===== src/rtl/rf_read_arbiter_pkg.sv =====
// Shared widths and index helpers for the register-file read arbiter.
package rf_read_arbiter_pkg;
  localparam int REG_AW = 5;
  localparam int REG_DW = 32;
  localparam int STAGES = 2;

  // Fold x in [0, 2n) back into [0, n).
  function automatic int wrap_idx(input int x, input int n);
    return (x >= n) ? x - n : x;
  endfunction
endpackage


===== src/rtl/rf_read_arbiter_if.sv =====
// Request/mux/response bundle between read clients, the arbiter and the regfile read mux.
interface rf_read_arbiter_if #(
  parameter int NREQ = 4,
  parameter int AW   = rf_read_arbiter_pkg::REG_AW,
  parameter int DW   = rf_read_arbiter_pkg::REG_DW,
  parameter int IW   = $clog2(NREQ)
);
  logic [NREQ-1:0]         req_valid;
  logic [NREQ-1:0][AW-1:0] req_addr;
  logic [NREQ-1:0]         req_ready;
  logic [AW-1:0]           mux_sel;
  logic [DW-1:0]           mux_data;
  logic                    rsp_valid;
  logic [IW-1:0]           rsp_id;
  logic [AW-1:0]           rsp_addr;
  logic [DW-1:0]           rsp_data;
  logic                    rsp_ready;

  modport slave (
    input  req_valid, req_addr, mux_data, rsp_ready,
    output req_ready, mux_sel, rsp_valid, rsp_id, rsp_addr, rsp_data
  );
  modport master (
    output req_valid, req_addr, mux_data, rsp_ready,
    input  req_ready, mux_sel, rsp_valid, rsp_id, rsp_addr, rsp_data
  );
endinterface


===== src/rtl/rf_read_arbiter_rr.sv =====
// Combinational round-robin pick: scan upward from ptr_i with wrap, first set bit wins.
module rr_arbiter
  import rf_read_arbiter_pkg::*;
#(
  parameter int NREQ = 4,
  parameter int IW   = $clog2(NREQ)
) (
  input  logic [NREQ-1:0] req_i,
  input  logic [IW-1:0]   ptr_i,
  output logic [NREQ-1:0] gnt_o,
  output logic [IW-1:0]   win_o
);
  logic          found;
  logic [IW-1:0] idx;

  always_comb begin
    gnt_o = '0;
    win_o = '0;
    found = 1'b0;
    idx   = '0;
    for (int k = 0; k < NREQ; k++) begin
      idx = IW'(wrap_idx(int'(ptr_i) + k, NREQ));
      if (!found && req_i[idx]) begin
        found      = 1'b1;
        gnt_o[idx] = 1'b1;
        win_o      = idx;
      end
    end
  end
endmodule


===== src/rtl/rf_read_arbiter.sv =====
// Round-robin sharing of one regfile read mux: S1 drives MUX_SEL from a flop, S2 captures data.
module rf_read_arbiter
  import rf_read_arbiter_pkg::*;
#(
  parameter int NREQ = 4,
  parameter int AW   = REG_AW,
  parameter int DW   = REG_DW,
  parameter int IW   = $clog2(NREQ)
) (
  input  logic            clk_i,
  input  logic            rst_i,
  rf_read_arbiter_if.slave bus
);
  logic [STAGES:1] vld_pipe_q, vld_pipe_d;
  logic [AW-1:0]   sel_q, sel_d;
  logic [IW-1:0]   id_q, id_d;
  logic [IW-1:0]   ptr_q, ptr_d;
  logic [IW-1:0]   rsp_id_q, rsp_id_d;
  logic [AW-1:0]   rsp_addr_q, rsp_addr_d;
  logic [DW-1:0]   rsp_data_q, rsp_data_d;

  logic [NREQ-1:0] gnt;
  logic [IW-1:0]   win;
  logic            stall2, adv1, load1, accept;

  rr_arbiter #(.NREQ(NREQ), .IW(IW)) u_rr (
    .req_i (bus.req_valid),
    .ptr_i (ptr_q),
    .gnt_o (gnt),
    .win_o (win)
  );

  assign stall2 = vld_pipe_q[2] & ~bus.rsp_ready;
  assign adv1   = vld_pipe_q[1] & ~stall2;
  assign load1  = ~vld_pipe_q[1] | adv1;
  // Grants are suppressed combinationally while reset is held, not just after the flops clear.
  assign bus.req_ready = rst_i ? '0 : (gnt & {NREQ{load1}});
  assign accept        = |bus.req_ready;

  always_comb begin
    vld_pipe_d = vld_pipe_q;
    sel_d      = sel_q;
    id_d       = id_q;
    ptr_d      = ptr_q;
    rsp_id_d   = rsp_id_q;
    rsp_addr_d = rsp_addr_q;
    rsp_data_d = rsp_data_q;
    if (load1) vld_pipe_d[1] = accept;
    // sel only moves on an accept, so the mux select stays quiet on idle cycles
    if (accept) begin
      sel_d = bus.req_addr[win];
      id_d  = win;
      ptr_d = IW'(wrap_idx(int'(win) + 1, NREQ));
    end
    if (!stall2) begin
      vld_pipe_d[2] = vld_pipe_q[1];
      if (vld_pipe_q[1]) begin
        rsp_id_d   = id_q;
        rsp_addr_d = sel_q;
        rsp_data_d = bus.mux_data;
      end
    end
  end

  always_ff @(posedge clk_i or posedge rst_i) begin
    if (rst_i) begin
      vld_pipe_q <= '0;
      sel_q      <= '0;
      id_q       <= '0;
      ptr_q      <= '0;
      rsp_id_q   <= '0;
      rsp_addr_q <= '0;
      rsp_data_q <= '0;
    end else begin
      vld_pipe_q <= vld_pipe_d;
      sel_q      <= sel_d;
      id_q       <= id_d;
      ptr_q      <= ptr_d;
      rsp_id_q   <= rsp_id_d;
      rsp_addr_q <= rsp_addr_d;
      rsp_data_q <= rsp_data_d;
    end
  end

  assign bus.mux_sel   = sel_q;
  assign bus.rsp_valid = vld_pipe_q[2];
  assign bus.rsp_id    = rsp_id_q;
  assign bus.rsp_addr  = rsp_addr_q;
  assign bus.rsp_data  = rsp_data_q;
endmodule


===== src/flat_wrapper.sv =====
// flat-port wrapper written by rule: the top's interface ports become plain ports
module rf_read_arbiter_flat import rf_read_arbiter_pkg::*;
#(
  parameter int NREQ = 4,
  parameter int AW   = REG_AW,
  parameter int DW   = REG_DW,
  parameter int IW   = $clog2(NREQ)
)
  (clk_i, rst_i, bus_req_valid, bus_req_addr, bus_mux_data, bus_rsp_ready, bus_req_ready, bus_mux_sel, bus_rsp_valid, bus_rsp_id, bus_rsp_addr, bus_rsp_data);
  rf_read_arbiter_if #(.NREQ(NREQ), .AW(AW), .DW(DW), .IW(IW)) bus_i ();
  input  logic clk_i;
  input  logic rst_i;
  input wire logic [$bits(bus_i.req_valid)-1:0] bus_req_valid;
  input wire logic [$bits(bus_i.req_addr)-1:0] bus_req_addr;
  input wire logic [$bits(bus_i.mux_data)-1:0] bus_mux_data;
  input wire logic [$bits(bus_i.rsp_ready)-1:0] bus_rsp_ready;
  output wire logic [$bits(bus_i.req_ready)-1:0] bus_req_ready;
  output wire logic [$bits(bus_i.mux_sel)-1:0] bus_mux_sel;
  output wire logic [$bits(bus_i.rsp_valid)-1:0] bus_rsp_valid;
  output wire logic [$bits(bus_i.rsp_id)-1:0] bus_rsp_id;
  output wire logic [$bits(bus_i.rsp_addr)-1:0] bus_rsp_addr;
  output wire logic [$bits(bus_i.rsp_data)-1:0] bus_rsp_data;
  assign bus_i.req_valid = bus_req_valid;
  assign bus_i.req_addr = bus_req_addr;
  assign bus_i.mux_data = bus_mux_data;
  assign bus_i.rsp_ready = bus_rsp_ready;
  assign bus_req_ready = bus_i.req_ready;
  assign bus_mux_sel = bus_i.mux_sel;
  assign bus_rsp_valid = bus_i.rsp_valid;
  assign bus_rsp_id = bus_i.rsp_id;
  assign bus_rsp_addr = bus_i.rsp_addr;
  assign bus_rsp_data = bus_i.rsp_data;
  rf_read_arbiter #(.NREQ(NREQ), .AW(AW), .DW(DW), .IW(IW)) u_core (.clk_i(clk_i), .rst_i(rst_i), .bus(bus_i));
endmodule

===== config.mk =====
export PLATFORM = sky130hd
export DESIGN_NAME = rf_read_arbiter_flat
export DESIGN_NICKNAME = d
export VERILOG_FILES = /design/src/rtl/rf_read_arbiter_pkg.sv /design/src/rtl/rf_read_arbiter_if.sv /design/src/rtl/rf_read_arbiter_rr.sv /design/src/rtl/rf_read_arbiter.sv /design/src/flat_wrapper.sv
export SDC_FILE = /design/constraint.sdc
export NUM_CORES = 1
export LEC_CHECK = 0
export CORE_MARGIN = 2
export CORE_UTILIZATION = 47
export CTS_BUF_LIST = sky130_fd_sc_hd__clkbuf_8 sky130_fd_sc_hd__clkbuf_16
export DETAILED_ROUTE_END_ITERATION = 8
export GPL_ROUTABILITY_DRIVEN = 1
export PLACE_DENSITY = 0.86
export SYNTH_ARGS = -nofsm -noshare
export SYNTH_HDL_FRONTEND = slang
export SYNTH_SLANG_ARGS = --single-unit

===== constraint.sdc =====
create_clock -name clk_i -period 7.18 [get_ports clk_i]
set_input_delay 1.436 -clock clk_i [delete_from_list [all_inputs] [get_ports clk_i]]
set_output_delay 1.436 -clock clk_i [all_outputs]
set_load 0.02 [all_outputs]

* Yosys cells after proc, flatten, opt, wreduce, memory -nomap -nowiden
Cells that the tools add are included.
** Storage, ports and cells
- Word-level logic and storage cells :: 88
- Bits of input ports :: 59
- Register bits :: 50
- Output and inout port bits :: 49
** Cells by class
- Multiplexer cells :: 35
- Magnitude comparators :: 14
- Reductions and logical operators :: 12
- Bitwise logic cells :: 10
- Add/subtract/negate cells :: 9
** Operator list (number)
- $mux W4 :: 5
- $mux W2 :: 9
- $lt A2 B3 Y1 const B :: 5
- $ge A3 B3 Y1 const B :: 4
- $or A4 B4 Y4 :: 3
- $mux W1 :: 11
- $bmux W5 S2 :: 1
- $sub A2 B1 Y2 const B :: 5
- $bmux W1 S2 :: 4
- $demux W1 S2 :: 4
- $ge A2 B1 Y1 const B :: 4
- $logic_and A1 B1 Y1 :: 7
- $add A2 B1 Y3 const B :: 2
- $add A2 B2 Y3 const B :: 2
- $mux W5 :: 1
- $and A4 B4 Y4 :: 1
- $reduce_or A4 Y1 :: 1
- $ge A2 B3 Y1 const B :: 1
- $logic_not A1 Y1 :: 3
- $not A1 Y1 :: 3
- $and A1 B1 Y1 :: 2
- $reduce_and A2 Y1 :: 1
- $or A1 B1 Y1 :: 1

* Longest topological paths before layout
Gate-level depths: netlist (run 1).
- Word-level depth :: 17
- Mapped depth :: 11

* Cells and area by module
From an unflattened synthesis (run 1), not the netlist that was laid out.
** Unflattened totals
- Cells, all modules :: 170
- Area, all modules :: 2464.9 um^2
** Modules (own cells, without submodules)
- rf_read_arbiter :: times used 1, sequential area each 1251.2 um^2, area an instance 2045.7 um^2, cells each 124
- rr_arbiter :: times used 1, sequential area each 0.0 um^2, area an instance 419.2 um^2, cells each 46

* Worst setup path before layout (run 1)
Ideal clock, no wire load.
- Path type :: input to output
- Start :: input port rst_i
- End :: output port bus_req_ready[0]
- Stages :: 3
- Data arrival time :: 3316 ps
- Data required time :: 5744 ps
- Setup slack :: 2428 ps
- Cells stage by stage :: inv_1 -> nand2_1 -> a21oi_1
** On the way
- Longest elaborated chain between the ends :: 1
** Ends and longest elaborated chain
- from (decl) :: line flat_wrapper.sv:12 : input logic rst_i;
- $mux W4 :: line rf_read_arbiter.sv:37 : assign bus.req_ready = rst_i ? '0 : (gnt & {NREQ{load1}});
- to (decl) :: line flat_wrapper.sv:17 : output wire logic [$bits(bus_i.req_ready)-1:0] bus_req_ready;
No other way between the ends.

* Worst setup path in the final report (run 1)
- Start :: input port bus_req_valid[2]
- End :: output port bus_req_ready[3]
** On the way
- Longest elaborated chain between the ends :: 14
- Elaborated cells between the ends (all ways) :: 26
** Ends and longest elaborated chain
- from (decl) :: line flat_wrapper.sv:13 : input wire logic [$bits(bus_i.req_valid)-1:0] bus_req_valid;
- $bmux W1 S2 :: line rf_read_arbiter_rr.sv:23 : if (!found && req_i[idx]) begin
- $mux W1 (implied by the code) :: line rf_read_arbiter_rr.sv:23
- $mux W1 :: line rf_read_arbiter_rr.sv:23
- $logic_not A1 Y1 :: line rf_read_arbiter_rr.sv:23
- $logic_and A1 B1 Y1 :: line rf_read_arbiter_rr.sv:23
- $mux W1 :: line rf_read_arbiter_rr.sv:23
- $logic_not A1 Y1 :: line rf_read_arbiter_rr.sv:23
- $logic_and A1 B1 Y1 :: line rf_read_arbiter_rr.sv:23
- $mux W1 :: line rf_read_arbiter_rr.sv:23
- $logic_not A1 Y1 :: line rf_read_arbiter_rr.sv:23
- $logic_and A1 B1 Y1 :: line rf_read_arbiter_rr.sv:23
- $mux W4 (*) :: line rf_read_arbiter_rr.sv:23
- $and A4 B4 Y4 (*) :: line rf_read_arbiter.sv:37
- $mux W4 (*) :: line rf_read_arbiter.sv:37
Mark *: on every way between the ends. The rest lies on a longest branch, timed or not. The select of a mux whose other input is x is not followed.

==> run metrics, run 1 <==
number of distinct library cells after synthesis 44; Fin. Hold Viols 0; Hold WC Path Type register to register; type of origin of the critical path primary input; nets 378; max-cap violation count 0; CTS Buf Count 5; Iter 0 DRT Violations 56; placed insts 377; Total Routing Usage GR 0.205; clock sink total 50; Max Buffers Root-to-Sink 2; dpl cell area 3760 um^2; die area 6240 um^2; CP arrival 3900 ps; TritonCTS clock tree yes; CP max stage delay 630 ps; mapped cell area 2640 um^2; run status finished, final reports clean; Synth-to-Final Area Change 45.7%; ANT nets after route 0; WL/cell 15.4 um; Post-Synthesis Cells 210; global route overflow 0; slowest CP cell mux4_2; Setup Fix Bufs, Post-CTS 0; Fin Clk Skew 8.74 ps; pwr dens 479 nW/um^2; # rows 27; number of global-route vias before repair 2080; Mapped Nets 276; die height 79.0 um; Mapped Avg Cell Area 12.6 um^2; hold_ws 507 ps; ys async rst share 1.00; Post-DP HPWL 4.28 mm; Setup crit end kind primary output; RSZ-0062 raised after global routing no; width of the die 79.0 um; Max Fclk 187 MHz; H-tree depth 2; antenna violations before repair 0; Final Max Slew Viols 0; Antenna diodes 0; worst path cell trace clkdlybuf4s50_1, mux4_2, nand3b_1, nand3_1, o21ai_0, a21oi_1, clkdlybuf4s50_1; period utilization 0.743; post-cts sizing count 0; Root Driver clkbuf_8; Placer Congestion 0.835; Ports 108; Non-Filler Instances 385; largest net degree at the start of global routing 52; # DRC 0; number of vias per cell 5.15; Vias 1983; crit path max fanout 10; Worst-path clk slew 80 ps; P_leak 1.63 nW; most frequent cells in the layout clkdlybuf4s50_1 (107), dfrtp_1 (50), mux2_2 (44); Worst Tran Pin Value 966 ps; Setup violations, final 0; worst path required time 5740 ps; first-pass GRT wire length 9.92 mm; Yosys warning count 0; Clock Latency Late Sink 300 ps; setup_tns 0 ps; initial cell density of the core 0.483; final instance area 3850 um^2; ratio of cells with drive above 1 in the final layout 0.224; Post-synth EDFFs 0; number of detailed-route iterations in the first pass 4; critical path type primary input to primary output; Slew Limit Headroom 0.356; Main synth FF type dfrtp_1; VDD IR max 271 uV; Period minus WS final 5340 ps; post-synthesis sequential area ratio 0.473; FF+latch count, synth 50; final WL 5.91 mm; port bufs 107; CP most frequent cell clkdlybuf4s50_1; most common cell after layout, fill and taps aside clkdlybuf4s50_1; Core ar. 5470 um^2; Hold Buf Count CTS 0
==> layout make-up <==
type                    count  area (um^2)
fillers                   415         1620
inverters                   6         22.5
flip-flops and latches     50         1250
multi-input cells         141         1310
clock buffers               6         82.6
repair buffers            108         1080
clock inverters             2         12.5
well taps                  72         90.1
==> metrics by stage <==
step                      setup WS (ps)  utilization  total power, mW
after floorplan                    2430            -             1.26
after global routing               1740        0.704             1.97
after global placement             1950        0.686             1.66
after detailed placement           1880        0.686             1.69
final                              1840        0.704             1.84
after CTS                          1880        0.704             1.87
==> sequential cells by signal, indices dropped and copies added, names as in the netlist <==
signal               flops
u_core.bus.mux_sel       5
u_core.bus.rsp_addr      5
u_core.bus.rsp_data     32
u_core.bus.rsp_id        2
u_core.id_q              2
u_core.ptr_q             2
u_core.vld_pipe_q        2
==> synth_stat cells (2+ instances only) <==
cell / n / area, um^2
a21oi_1: 4 / 20.0
nor2_1: 5 / 18.8
inv_1: 6 / 22.5
mux2_4: 2 / 30.0
buf_2: 6 / 30.0
a211o_1: 2 / 17.5
mux2_2: 44 / 495
clkbuf_1: 4 / 15.0
o21ai_0: 6 / 30.0
buf_1: 2 / 7.51
nand2_1: 16 / 60.1
or2_2: 4 / 25.0
dfrtp_1: 50 / 1250
mux2i_1: 21 / 210
mux4_2: 2 / 45.0
ha_1: 7 / 87.6
nand2b_1: 2 / 12.5
==> worst max-delay path, delay by kind of cell <==
| family | cells | cell delay [ps] |
|---|---|---|
| AO/OA/AOI/OAI | 2 | 290 |
| buffers and inverters | 2 | 1180 |
| AND/OR/NAND/NOR | 2 | 370 |
| multiplexers | 1 | 630 |
==> cells by family after synthesis <==
kind of cell    Yosys count  synth area share
flops                    50             0.473
compound gates           28            0.0862
xor+xnor                  1           0.00331
mux                      70             0.304
fa+ha+maj                 7            0.0331
simple gates             35            0.0672
buf+inv                  19            0.0327
==> per-layer routing <==
| metal | vias up | GRT usage | share of wire | routed length, um |
|---|---|---|---|---|
| met5 | - | 0 | 0 | 0 |
| met4 | 0 | 0.0621 | 0.010 | 62 |
| met3 | 7 | 0.101 | 0.11 | 676 |
| met2 | 87 | 0.314 | 0.46 | 2740 |
| met1 | 934 | 0.256 | 0.41 | 2430 |
| li1 | 955 | - | - | - |
==> power by group <==
group          switching (mW)  internal (mW)  total (mW)  leakage (nW)
combinational           0.546          0.598        1.14         0.991
clock                  0.0916         0.0775       0.169        0.0472
sequential              0.101          0.429       0.530         0.587
==> final timing paths <==
kind | start | endpoint | slack [ps] | depth (start not counted)
worst max-delay path | bus_req_valid[2] | bus_req_ready[3] | 1840 | 7
worst min-delay path | u_core.bus.rsp_id[0] | u_core.bus.rsp_id[0] | 510 | 2
worst max register to register | u_core.ptr_q[0] | u_core.ptr_q[0] | 3710 | 8
worst min register to register | u_core.bus.rsp_id[0] | u_core.bus.rsp_id[0] | 510 | 2
max in group asynchronous | rst_i | u_core.vld_pipe_q[1] | 5140 | 3
min in group asynchronous | rst_i | u_core.bus.rsp_data[16] | 1610 | 3
(Power assumes the default switching activity.)
==> run 2, diff against run 1 <==
--- a/config.mk
+++ b/config.mk
@@ -6,11 +6,11 @@
 export NUM_CORES = 1
 export LEC_CHECK = 0
 export CORE_MARGIN = 2
-export CORE_UTILIZATION = 47
+export CORE_UTILIZATION = 39
 export CTS_BUF_LIST = sky130_fd_sc_hd__clkbuf_8 sky130_fd_sc_hd__clkbuf_16
 export DETAILED_ROUTE_END_ITERATION = 8
 export GPL_ROUTABILITY_DRIVEN = 1
-export PLACE_DENSITY = 0.86
+export PLACE_DENSITY = 0.77
 export SYNTH_ARGS = -nofsm -noshare
 export SYNTH_HDL_FRONTEND = slang
 export SYNTH_SLANG_ARGS = --single-unit
==> constraint.sdc (replaced) <==
create_clock -name clk_i -period 4.4 [get_ports clk_i]
set_input_delay 0.88 -clock clk_i [delete_from_list [all_inputs] [get_ports clk_i]]
set_output_delay 0.88 -clock clk_i [all_outputs]
set_load 0.02 [all_outputs]
==> run metrics, run 2 (synthesis results as in run 1) <==
max reg flops 32; Vias 2028; setup_tns 0 ps; die area 7450 um^2; pwr dens 792 nW/um^2; Max Buffers Root-to-Sink 2; worst slack, placed 213 ps; Root Driver clkbuf_8; WL/cell 15.8 um; Ports 108; final instance area 3900 um^2; CTS Buf Count 5; clock sink total 50; number of global-route vias before repair 2105; P_leak 1.65 nW; total power 3.09 mW; Total Routing Usage GR 0.174; Max Fclk 236 MHz; ANT nets after route 0; Hold Crit Start u_core.bus.rsp_data[16]; first-pass GRT wire length 10.2 mm; die height 86.3 um; width of the die 86.3 um; max-cap violation count 0; critical path type primary input to primary output; worst r2r src u_core.ptr_q[1]; Fin. Hold Viols 0; met2 Use GR 0.274; period utilization 0.964; final WL 6.20 mm; Synth-to-Final Area Change 47.5%; antenna violations before repair 0; Period minus WS final 4240 ps; Setup violations, final 0; Critical path origin bus_req_valid[2]; ratio of cells with drive above 1 in the final layout 0.234; Final Max Slew Viols 0; worst path cell trace clkdlybuf4s50_1, mux4_2, nand3b_1, nand3_1, o21ai_0, a21oi_1, clkdlybuf4s50_1; # DRC 0; type of origin of the critical path primary input; Worst Tran Pin Value 961 ps; Iter 0 DRT Violations 70; VDD IR max 384 uV; GR Util met1 0.223; Core ar. 6460 um^2; grt peak-use layer met2; CP most frequent cell clkdlybuf4s50_1; run status finished, final reports clean; hold_ws 511 ps; worst path required time 3520 ps; Worst Slack Setup Final 160 ps; Fin Clk Skew 11.5 ps; Placer Congestion 0.875; nets 381; TritonCTS clock tree yes; CP arrival 3360 ps; slowest CP cell mux4_2; dpl cell area 3780 um^2; Setup crit end kind primary output; Hold Buf Count CTS 0; most frequent cells in the layout clkdlybuf4s50_1 (107), dfrtp_1 (49), mux2_2 (44); H-tree depth 2; Hold WC Path Type register to register; Post-DP HPWL 4.56 mm; CP max stage delay 640 ps; Antenna diodes 0; number of detailed-route iterations in the first pass 4; port bufs 107; # rows 29; crit path max fanout 10; Crit path buffers/inverters 2; Worst-path clk slew 90 ps; number of vias per cell 5.16; Slew Limit Headroom 0.360; initial cell density of the core 0.409; cell family with most CP delay buffers and inverters; met3 Use GR 0.0752; Clock Latency Late Sink 300 ps; most common cell after layout, fill and taps aside clkdlybuf4s50_1; RSZ-0062 raised after global routing no; largest net degree at the start of global routing 51; Setup Fix Bufs, Post-CTS 0; global route overflow 0
run 2: area by class of cell:
cell class,count,area [um^2]
fillers,548,2560
clock buffers,5,68.8
clock inverters,3,43.8
well taps,77,96.3
multi-input cells,141,1310
inverters,6,22.5
flip-flops and latches,50,1250
repair buffers,111,1100
run 2: worst paths after layout:
path / endpoint / slack (ps) / depth (start not counted)
max: bus_req_ready[3] / 160 / 7
min: u_core.bus.rsp_data[16] / 510 / 1
max reg2reg: u_core.bus.mux_sel[4] / 1320 / 8
min reg2reg: u_core.bus.rsp_data[16] / 510 / 1
max in group asynchronous: u_core.ptr_q[1] / 2830 / 3
min in group asynchronous: u_core.bus.mux_sel[0] / 1110 / 3
run 2: stage by stage:
stage	std cells	utilization
after floorplan	210	-
after global placement	385	0.586
after detailed placement	385	0.586
after CTS	393	0.603
after global routing	393	0.604
final	393	0.604
run 2: layer usage:
| layer | up-vias | share of wire |
|---|---|---|
| li1 | 959 | - |
| met3 | 2 | 0.11 |
| met5 | - | 0 |
| met1 | 982 | 0.42 |
| met2 | 85 | 0.47 |
| met4 | 0 | 0.0037 |
run 2: power by group:
group	switching, mW	internal [mW]	leakage [nW]	total, mW
sequential	0.138	0.701	0.586	0.839
clock	0.155	0.171	0.0585	0.326
combinational	0.933	0.991	1.01	1.92
total	1.23	1.86	1.65	3.09
run 2: worst register-to-register path, stage by stage (launching register included):
cell      delay, ps
dfrtp_2         540
inv_1           150
ha_1            480
mux4_2          460
nand3b_1        200
nand3_1         160
o31ai_2         110
a41oi_4         500
mux2_2          400
run 2: what timing repair did:
item / 4_1_cts / 5_1_grt
endpoints found under the setup margin: 0 / 3
gates resized for setup: 0 / 1
hold endpoints to repair: 0 / 0
